File: src/rtl/rv32i_types.sv
// Shared RV32I type package: machine word, branch funct3 codes and the
// branch-history-table counter encoding with its saturating step helpers.
package rv32i_types;

   typedef logic [31:0] rv32i_word;

   typedef enum logic [2:0] {
      beq  = 3'b000,
      bne  = 3'b001,
      blt  = 3'b100,
      bge  = 3'b101,
      bltu = 3'b110,
      bgeu = 3'b111
   } branch_funct3_t;

   typedef enum logic [1:0] {
      SNT = 2'b00,
      WNT = 2'b01,
      WT  = 2'b10,
      ST  = 2'b11
   } bht_state_t;

   localparam bht_state_t BHT_RESET_STATE = WNT;

   function automatic bht_state_t sat_inc(input bht_state_t s);
      return (s == ST) ? ST : bht_state_t'(s + 2'd1);
   endfunction

   function automatic bht_state_t sat_dec(input bht_state_t s);
      return (s == SNT) ? SNT : bht_state_t'(s - 2'd1);
   endfunction

   // The two unused funct3 codes (010, 011) are not branches.
   function automatic logic is_branch_funct3(input logic [2:0] f3);
      case (f3)
         beq, bne, blt, bge, bltu, bgeu: return 1'b1;
         default:                        return 1'b0;
      endcase
   endfunction

endpackage

File: src/rtl/bht_sat_counter_update.sv
// Next-state logic of one 2-bit saturating branch counter.
module bht_sat_counter_update
   import rv32i_types::*;
(
   input  bht_state_t state,
   input  logic       br_en,
   output bht_state_t next_state
);

   always_comb begin
      next_state = br_en ? sat_inc(state) : sat_dec(state);
   end

endmodule

File: src/rtl/bht_predictor.sv
// Branch history table: 1-cycle lookup, 2-stage (read/stage, write) update
// with forwarding from the staging register, plus saturating statistics.
module bht_predictor
   import rv32i_types::*;
#(
   parameter int IDX_BITS = 6,
   parameter int CNT_W    = 32
) (
   input  logic             clk,
   input  logic             rst_n,
   input  logic             fetch_valid,
   input  rv32i_word        fetch_pc,
   output logic             pred_valid,
   output logic             pred_taken,
   input  logic             resolve_valid,
   input  rv32i_word        resolve_pc,
   input  logic [2:0]       resolve_funct3,
   input  logic             resolve_br_en,
   input  logic             resolve_pred,
   output logic             mispredict,
   output logic [CNT_W-1:0] branch_count,
   output logic [CNT_W-1:0] mispredict_count
);

   localparam int ENTRIES = 1 << IDX_BITS;

   bht_state_t          table_q [ENTRIES];
   logic                stage_valid;
   logic [IDX_BITS-1:0] stage_idx;
   bht_state_t          stage_state;

   logic [IDX_BITS-1:0] fetch_idx;
   logic [IDX_BITS-1:0] resolve_idx;
   bht_state_t          lookup_state;
   bht_state_t          resolve_cur;
   bht_state_t          resolve_next;
   logic                accept;
   logic                unused_pc_bits;

   assign fetch_idx      = fetch_pc[IDX_BITS+1:2];
   assign resolve_idx    = resolve_pc[IDX_BITS+1:2];
   assign unused_pc_bits = ^{fetch_pc[31:IDX_BITS+2], fetch_pc[1:0],
                             resolve_pc[31:IDX_BITS+2], resolve_pc[1:0]};

   assign accept     = resolve_valid && is_branch_funct3(resolve_funct3);
   assign mispredict = accept && (resolve_br_en != resolve_pred);

   // A pending staged write is newer than the table copy for its index.
   always_comb begin
      lookup_state = table_q[fetch_idx];
      resolve_cur  = table_q[resolve_idx];
      if (stage_valid && stage_idx == fetch_idx)   lookup_state = stage_state;
      if (stage_valid && stage_idx == resolve_idx) resolve_cur  = stage_state;
   end

   bht_sat_counter_update u_update (
      .state      (resolve_cur),
      .br_en      (resolve_br_en),
      .next_state (resolve_next)
   );

   // NOTE: the table is reset per entry because every counter must start at WNT;
   // this keeps it in flops rather than an SRAM macro.
   always_ff @(posedge clk or negedge rst_n) begin
      if (!rst_n) begin
         for (int i = 0; i < ENTRIES; i++) table_q[i] <= BHT_RESET_STATE;
      end else if (stage_valid) begin
         table_q[stage_idx] <= stage_state;
      end
   end

   always_ff @(posedge clk or negedge rst_n) begin
      if (!rst_n) begin
         stage_valid <= 1'b0;
         stage_idx   <= '0;
         stage_state <= BHT_RESET_STATE;
         pred_valid  <= 1'b0;
         pred_taken  <= 1'b0;
      end else begin
         stage_valid <= accept;
         if (accept) begin
            stage_idx   <= resolve_idx;
            stage_state <= resolve_next;
         end
         pred_valid <= fetch_valid;
         if (fetch_valid) pred_taken <= lookup_state[1];
      end
   end

   always_ff @(posedge clk or negedge rst_n) begin
      if (!rst_n) begin
         branch_count     <= '0;
         mispredict_count <= '0;
      end else begin
         if (accept && branch_count != '1)
            branch_count <= branch_count + CNT_W'(1);
         if (mispredict && mispredict_count != '1)
            mispredict_count <= mispredict_count + CNT_W'(1);
      end
   end

endmodule

File: config.mk
export PLATFORM = sky130hd
export DESIGN_NAME = bht_predictor
export DESIGN_NICKNAME = d
export VERILOG_FILES = /design/src/rtl/rv32i_types.sv /design/src/rtl/bht_sat_counter_update.sv /design/src/rtl/bht_predictor.sv
export SDC_FILE = /design/constraint.sdc
export NUM_CORES = 1
export LEC_CHECK = 0
export CAP_MARGIN = 20
export CORE_UTILIZATION = 40
export DETAILED_ROUTE_END_ITERATION = 16
export PLACE_DENSITY = 0.63
export SLEW_MARGIN = 20
export SYNTH_ARGS = -nofsm -noshare
export SYNTH_HDL_FRONTEND = slang
export SYNTH_SLANG_ARGS = --single-unit
File: constraint.sdc
create_clock -name clk -period 6.5 [get_ports clk]
set_clock_uncertainty 0.1 [all_clocks]
set_input_delay 0.975 -clock clk [delete_from_list [all_inputs] [get_ports clk]]
set_output_delay 0.975 -clock clk [all_outputs]
set_load 0.1 [all_outputs]
==> key figures <==
Detailed routing
  – Wl on met1: 11,200 um
  – Met2 routed WL: 10,500 um
  – Initial DRC count: 486
  – Via count: 6,753
  – Drt wl/cell: 19.6 um
  – Vias/cell: 5.50
  – Met3 wire len: 1740 um
  – First drt pass iteration count: 5
  – Final ANT Viol Nets: 0
  – Routed Wire Length: 24,000 um
  – Drt drc: 0
  – Top routing layer used: met4

Critical path
  – CP required: 5.42 ns
  – Setup CP Type: in -> out
  – Worst Path Max Fanout: 13
  – Crit path DAT: 3.41 ns
  – CP Launch Type: primary input
  – Critical Path Sink Type: primary output

Pwr
  – Peak supply drop: 0.519 mV
  – Logic pwr share: 0.227
  – Pwr dens: 330 mW/mm^2
  – Switch share: 0.314
  – Pleak: 5.14 nW
  – Internal power: 0.00276 W
  – P_sw: 0.00126 W
  – Flop pwr share: 0.423
  – Clk pwr share: 0.350

STA
  – Slew headroom: 0.234
  – Crit path time final: 4.48 ns
  – Final setup viols: 0
  – RSZ-0062 raised after global routing: false
  – Tightest Pin Transition: 1.15 ns
  – Slew Viols, Final: 0
  – Setup TNS: 0 ns
  – Final hold vios: 0
  – Max frequency: 0.223 GHz
  – Final period util: 0.690

Synth
  – Post-Syn Area: 0.0103 sq mm
  – Synthesized flop and latch total: 203
  – Most used DFF post-synth: dfrtp_1
  – Post-Synthesis Cells: 799
  – Area share of the largest cell type after synthesis: 0.336
  – Top post-synthesis cells by area: dfrtp_1 (34%), dfstp_2 (17%), mux2_2 (14%)
  – Synth cell types: 52
  – Number of synthesized flops with an enable pin: 0
  – Sequential area share after synthesis: 0.502
  – Async SR Flop Fraction: 1.00
  – Syn nets: 874
  – YS warnings: 0
  – Post-synth top area cell: dfrtp_1
  – Mean post-synth cell area: 12.9 sq um

Clocking
  – CTS Buf Count: 24
  – Cts repair resizes: 0
  – Post-CTS Hold Buffers: 0
  – Maximum buffer depth of the clock tree: 3
  – H-tree depth: 1
  – Root Buffer: clkbuf_16
  – Clk Latency, worst-skew pair: 0.52 ns
  – Clk sinks: 203
  – CTS clock-pin slew for the worst setup and hold paths: 0.06 ns
  – TritonCTS clock tree: built
  – Post CTS Setup Buffer Count: 0

GRT
  – Initial antenna violation count: 0
  – Number of global-route vias before repair: 6,826
  – GRT Overall Usage: 0.191
  – First-pass GRT wire length: 39,100 um
  – Grt ovf: 0
  – Pin count of the biggest net entering global routing: 83

Cells and area
  – Multi-input gate area: 0.00486 sq mm
  – Post-route cell area: 0.0122 sq mm
  – N_diodes: 0
  – Layout area overhead: 18.8%
  – Layout cells sized above 1: 0.327
  – Finished Layout Cells: 1,227
  – Nets@finish: 954
  – FF/Latch Area: 0.00516 sq mm
  – Filler instances: 2,195

Die
  – Die width: 162 um
  – Initial Utilization: 0.408
  – Die Y: 162 um
  – Core Rows: 58
  – I/O Pins: 140
  – Total die area: 0.0263 sq mm
  – Core region area: 0.0252 sq mm

Placed design
  – Port Buf Inserts: 86
  – Placed cell area: 0.0114 sq mm
  – RePlAce Congestion: 0.850
  – Detail Placement HPWL: 15,600 um
  – Inst Count DP: 1,183

Run status
  – Status: finished clean

Flow run
  – Max-cap violation count: 0

Worst hold path
  – Worst Hold Class: in -> async
power groups by stage:
| stage | Clock (W) | Combinational [W] | Sequential (W) |
|---|---|---|---|
| final | 0.00141 | 0.000916 | 0.00170 |
| after global routing | 0.00150 | 0.000972 | 0.00174 |
| after CTS | 0.00145 | 0.000921 | 0.00170 |
| after detailed placement | 0 | 0.000918 | 0.00172 |
| after global placement | 0 | 0.000906 | 0.00171 |
| after floorplan | 0 | 0.000454 | 0.00191 |
critical path, cell delays in order:
cell and delay, ns:
clkdlybuf4s50_1 0.45, o21ai_0 0.07, buf_4 0.19, inv_1 0.35, nand2_1 0.16, inv_1 0.09, clkdlybuf4s50_1 1.13
area by class of cell:
cell class	instances	share of cell area
Clock buffer	29	0.0524
Timing Repair Buffer	93	0.0743
Sequential cell	203	0.423
Inverter	9	0.00277
Clock inverter	15	0.0160
Multi-Input combinational cell	548	0.398
Tap cell	330	0.0338
Yosys cell counts, types with 4 or more instances:
master and instances:
a22oi_1 5, nand2_1 61, xor2_1 24, mux2_2 129, and4_1 5, or3_1 5, xnor2_1 48, dfstp_2 65
mux4_1 8, and3_1 13, nand3_1 32, mux2i_1 5, nor2_1 77, a21oi_1 5, buf_2 5, mux4_2 45
a22o_1 4, nand4_1 17, buf_4 4, nor2b_1 6, nor3_1 10, o21ai_0 6, dfrtp_1 138, inv_1 9
clkbuf_1 23, nor4_1 4, and2_1 10
state kept, by name, indices dropped and copies added, names as in the netlist:
name,flops
stage_valid,1
stage_state,2
pred_taken,1
table_q,128
branch_count,32
pred_valid,1
stage_idx,6
mispredict_count,32
cell usage in the layout, fill, tap and decap left out, types with 6 or more instances in the layout:
cell             netlist  routed
nand2_1               61      61
xor2_1                24      24
and2_1                10      10
mux4_2                45      45
xnor2_1               48      48
nand4_1               17      17
nor2_1                77      77
and3_1                13      13
clkbuf_16              0      24
inv_1                  9       9
dfstp_2               65      65
o21ai_0                6       6
dfrtp_1              138     138
nor2b_1                6       6
mux4_1                 8       8
buf_4                  4       7
clkinv_2               0       8
nand3_1               32      32
mux2_2               129     129
clkdlybuf4s50_1        0      83
nor3_1                10      10
per-stage QoR:
step / total power, W / hold WS, ns / utilization / setup WS (ns)
floorplan: 0.00237 / 0.389 / - / 3.31
global placement: 0.00262 / 0.381 / 0.452 / 1.98
detailed placement: 0.00264 / 0.386 / 0.452 / 2.01
CTS: 0.00407 / 0.397 / 0.485 / 2.00
global route: 0.00421 / 0.413 / 0.485 / 1.81
finish: 0.00403 / 0.366 / 0.485 / 2.02
path summary, 6_finish.rpt:
path                                                  start                                to  slack [ns]  cells past startpoint
max reg2reg                     branch_count[0]$_DFFE_PN0P_      branch_count[31]$_DFFE_PN0P_        3.84                      7
min reg2reg                mispredict_count[27]$_DFFE_PN0P_  mispredict_count[27]$_DFFE_PN0P_        0.39                      1
max in group asynchronous                             rst_n          table_q[103]$_DFFE_PN0P_        4.62                      2
min                                                   rst_n           table_q[53]$_DFFE_PN0P_        0.37                      1
max                                           resolve_valid                        mispredict        2.02                      7
min in group clk           mispredict_count[27]$_DFFE_PN0P_  mispredict_count[27]$_DFFE_PN0P_        0.39                      1
cells by family after synthesis:
family / after synthesis / synth area share
adder cells (fa/ha/maj): 2 / 0.00244
multiplexers: 187 / 0.265
XOR/XNOR: 72 / 0.0614
AO/OA/AOI/OAI: 34 / 0.0240
flip-flops: 203 / 0.502
AND/OR/NAND/NOR: 253 / 0.120
buffers and inverters: 48 / 0.0246
per-layer routing:
metal / vias to the layer above / track usage
li1: 3068 / -
met1: 3421 / 0.286
met2: 219 / 0.280
met3: 45 / 0.0386
met4: 0 / 0.0489
met5: - / 0
(Power assumes the default switching activity.)
==> patch (same settings) <==
The parameter `CNT_W` goes from 32 to 16.
--- a/src/rtl/bht_predictor.sv
+++ b/src/rtl/bht_predictor.sv
@@ -6,3 +6,3 @@
    parameter int IDX_BITS = 6,
-   parameter int CNT_W    = 32
+   parameter int CNT_W    = 16
 ) (
Ports: changed (resized branch_count and mispredict_count); port bits go from 140 to 108. No check against the original RTL was run, so the function may have changed too.
==> patch against the unedited design <==
Hold slack better by 0.021 ns; via count is 15% lower; worst setup slack better by 0.27 ns; routed wire length is 10% lower; design area is 16% lower; sequential cell count is 32 lower; area after synthesis is 13% lower; die area is 13% lower; global-route usage is 1.1 points higher; sequential share of layout area is 0.21 points higher; power is 16% lower; largest cell class is now multi-input gates; largest power group unchanged.
==> patch: results (changes against the unedited design) <==
INFO  metric synth.top_cells.by_area = sky130_fd_sc_hd__dfrtp_1, sky130_fd_sc_hd__dfstp_2, sky130_fd_sc_hd__mux2_2, sky130_fd_sc_hd__mux4_2, sky130_fd_sc_hd__mux4_1 (was sky130_fd_sc_hd__dfrtp_1, sky130_fd_sc_hd__dfstp_2, sky130_fd_sc_hd__mux2_2, sky130_fd_sc_hd__mux4_2, sky130_fd_sc_hd__xnor2_1)
INFO  metric synth_sequential_area_ratio = 48.7% (was 50.2%)
INFO  metric gp_routability_congestion = 0.818 (was 0.850)
INFO  metric critPathArrivalTime = 3.14 ns (was 3.41 ns)
INFO  metric rrSetupSlack = 3.81 ns (was 3.84 ns)
INFO  metric number_of_antenna_violations_at_the_first_check_in_global_routing = 0 (unchanged)
INFO  metric cts_max_path_buffers = 2 (was 3)
INFO  metric hpwl = 13.9 mm (was 15.6 mm)
INFO  metric grt_start_max_net_pins = 121 (was 83)
INFO  metric portBuffers = 54 (was 86)
INFO  metric cts_max_level = 4 (was 1)
INFO  metric reg2reg_to = table_q[107]$_DFFE_PN0P_ (was branch_count[31]$_DFFE_PN0P_)
INFO  metric final_net_count = 783 (was 954)
INFO  metric outcome = finished clean (unchanged)
INFO  metric detail_route.wl_per_cell = 21.5 um (was 19.6 um)
INFO  metric global_route_wire_length_before_repair = 34.3 mm (was 39.1 mm)
INFO  metric syn-num-nets = 747 (was 874)
INFO  metric numCtsBuffers = 17 (was 24)
INFO  metric drt_iter0_markers = 438 (was 486)
INFO  metric worst_hold_path_type = reg2reg (was in2async)
INFO  metric worst_ir_drop_vdd = 0.163 mV (was 0.519 mV)
INFO  metric per_cell_via_count_in_the_routed_design = 5.72 (was 5.50)
INFO  metric synthTopCellsByCount = sky130_fd_sc_hd__mux2_2, sky130_fd_sc_hd__dfrtp_1, sky130_fd_sc_hd__nand2_1 (was sky130_fd_sc_hd__dfrtp_1, sky130_fd_sc_hd__mux2_2, sky130_fd_sc_hd__nor2_1)
INFO  metric tightestPinTransition = 1.13 ns (was 1.15 ns)
INFO  metric global_route.usage.total = 20.1% (was 19.1%)
INFO  metric timing.critical_path.from = resolve_funct3[1] (was resolve_valid)
INFO  metric vias_in_the_first_global_route = 6075 (was 6826)
INFO  metric clock_latency = 0.43 ns (was 0.52 ns)
## patch: layout make-up
cell class,instances,area (um^2)
clock buffer,20,457
clock inverter,12,114
fill,1980,11600
inverter,8,30.0
multi-input combinational,450,4370
sequential,171,4360
tap,280,350
timing repair buffer,60,584
## patch: logic make-up (layout without fill, tap and decap cells)
logic type      count (synthesis)  after routing  synth area share, %
compound gates                 20             20                 2.04
xor+xnor                       43             43                 4.20
fa+ha+maj                       2              2                0.279
buf+inv                        51            100                 2.69
flops                         171            171                 48.7
mux                           194            194                 32.0
simple gates                  191            191                 10.1
## patch: per-stage QoR
step	power [W]	utilization [%]	hold slack (ns)	std cells	worst slack, ns
floorplan	0.00214	-	0.388	672	2.59
global placement	0.00237	44.3	0.373	969	2.11
finish	0.00338	46.9	0.388	1001	2.28
global route	0.00353	46.9	0.416	1001	2.20
detailed placement	0.00241	44.3	0.382	969	2.11
CTS	0.00341	46.9	0.394	1001	2.25
## patch: critical path, stage by stage
cell	delay (ns)
sky130_fd_sc_hd__clkdlybuf4s50_1	0.45
sky130_fd_sc_hd__inv_1	0.03
sky130_fd_sc_hd__o21ai_1	0.51
sky130_fd_sc_hd__nor2_1	0.16
sky130_fd_sc_hd__clkdlybuf4s50_1	1.01
## patch: power by group
part | internal, W | leakage, nW | total (W) | switching (W)
sequential | 0.00133 | 2.09 | 0.00152 | 0.000187
clock | 0.000552 | 0.270 | 0.000988 | 0.000437
combinational | 0.000370 | 2.03 | 0.000876 | 0.000506
## patch: worst max path at each step
stage / endpoint / slack [ns] / cells past startpoint
final: mispredict / 2.28 / 5
after CTS: mispredict / 2.25 / 5
after global placement: pred_taken$_DFFE_PN0P_ / 2.11 / 8
after floorplan: mispredict_count[9]$_DFFE_PN0P_ / 2.59 / 9
after global routing: mispredict / 2.20 / 5
after detailed placement: pred_taken$_DFFE_PN0P_ / 2.11 / 8
## patch: metal layers
layer / share of wire (%) / GRT usage, %
met1: 41 / 25.7
met2: 50 / 32.7
met3: 6.0 / 5.18
met4: 2.9 / 8.02
met5: 0 / 0
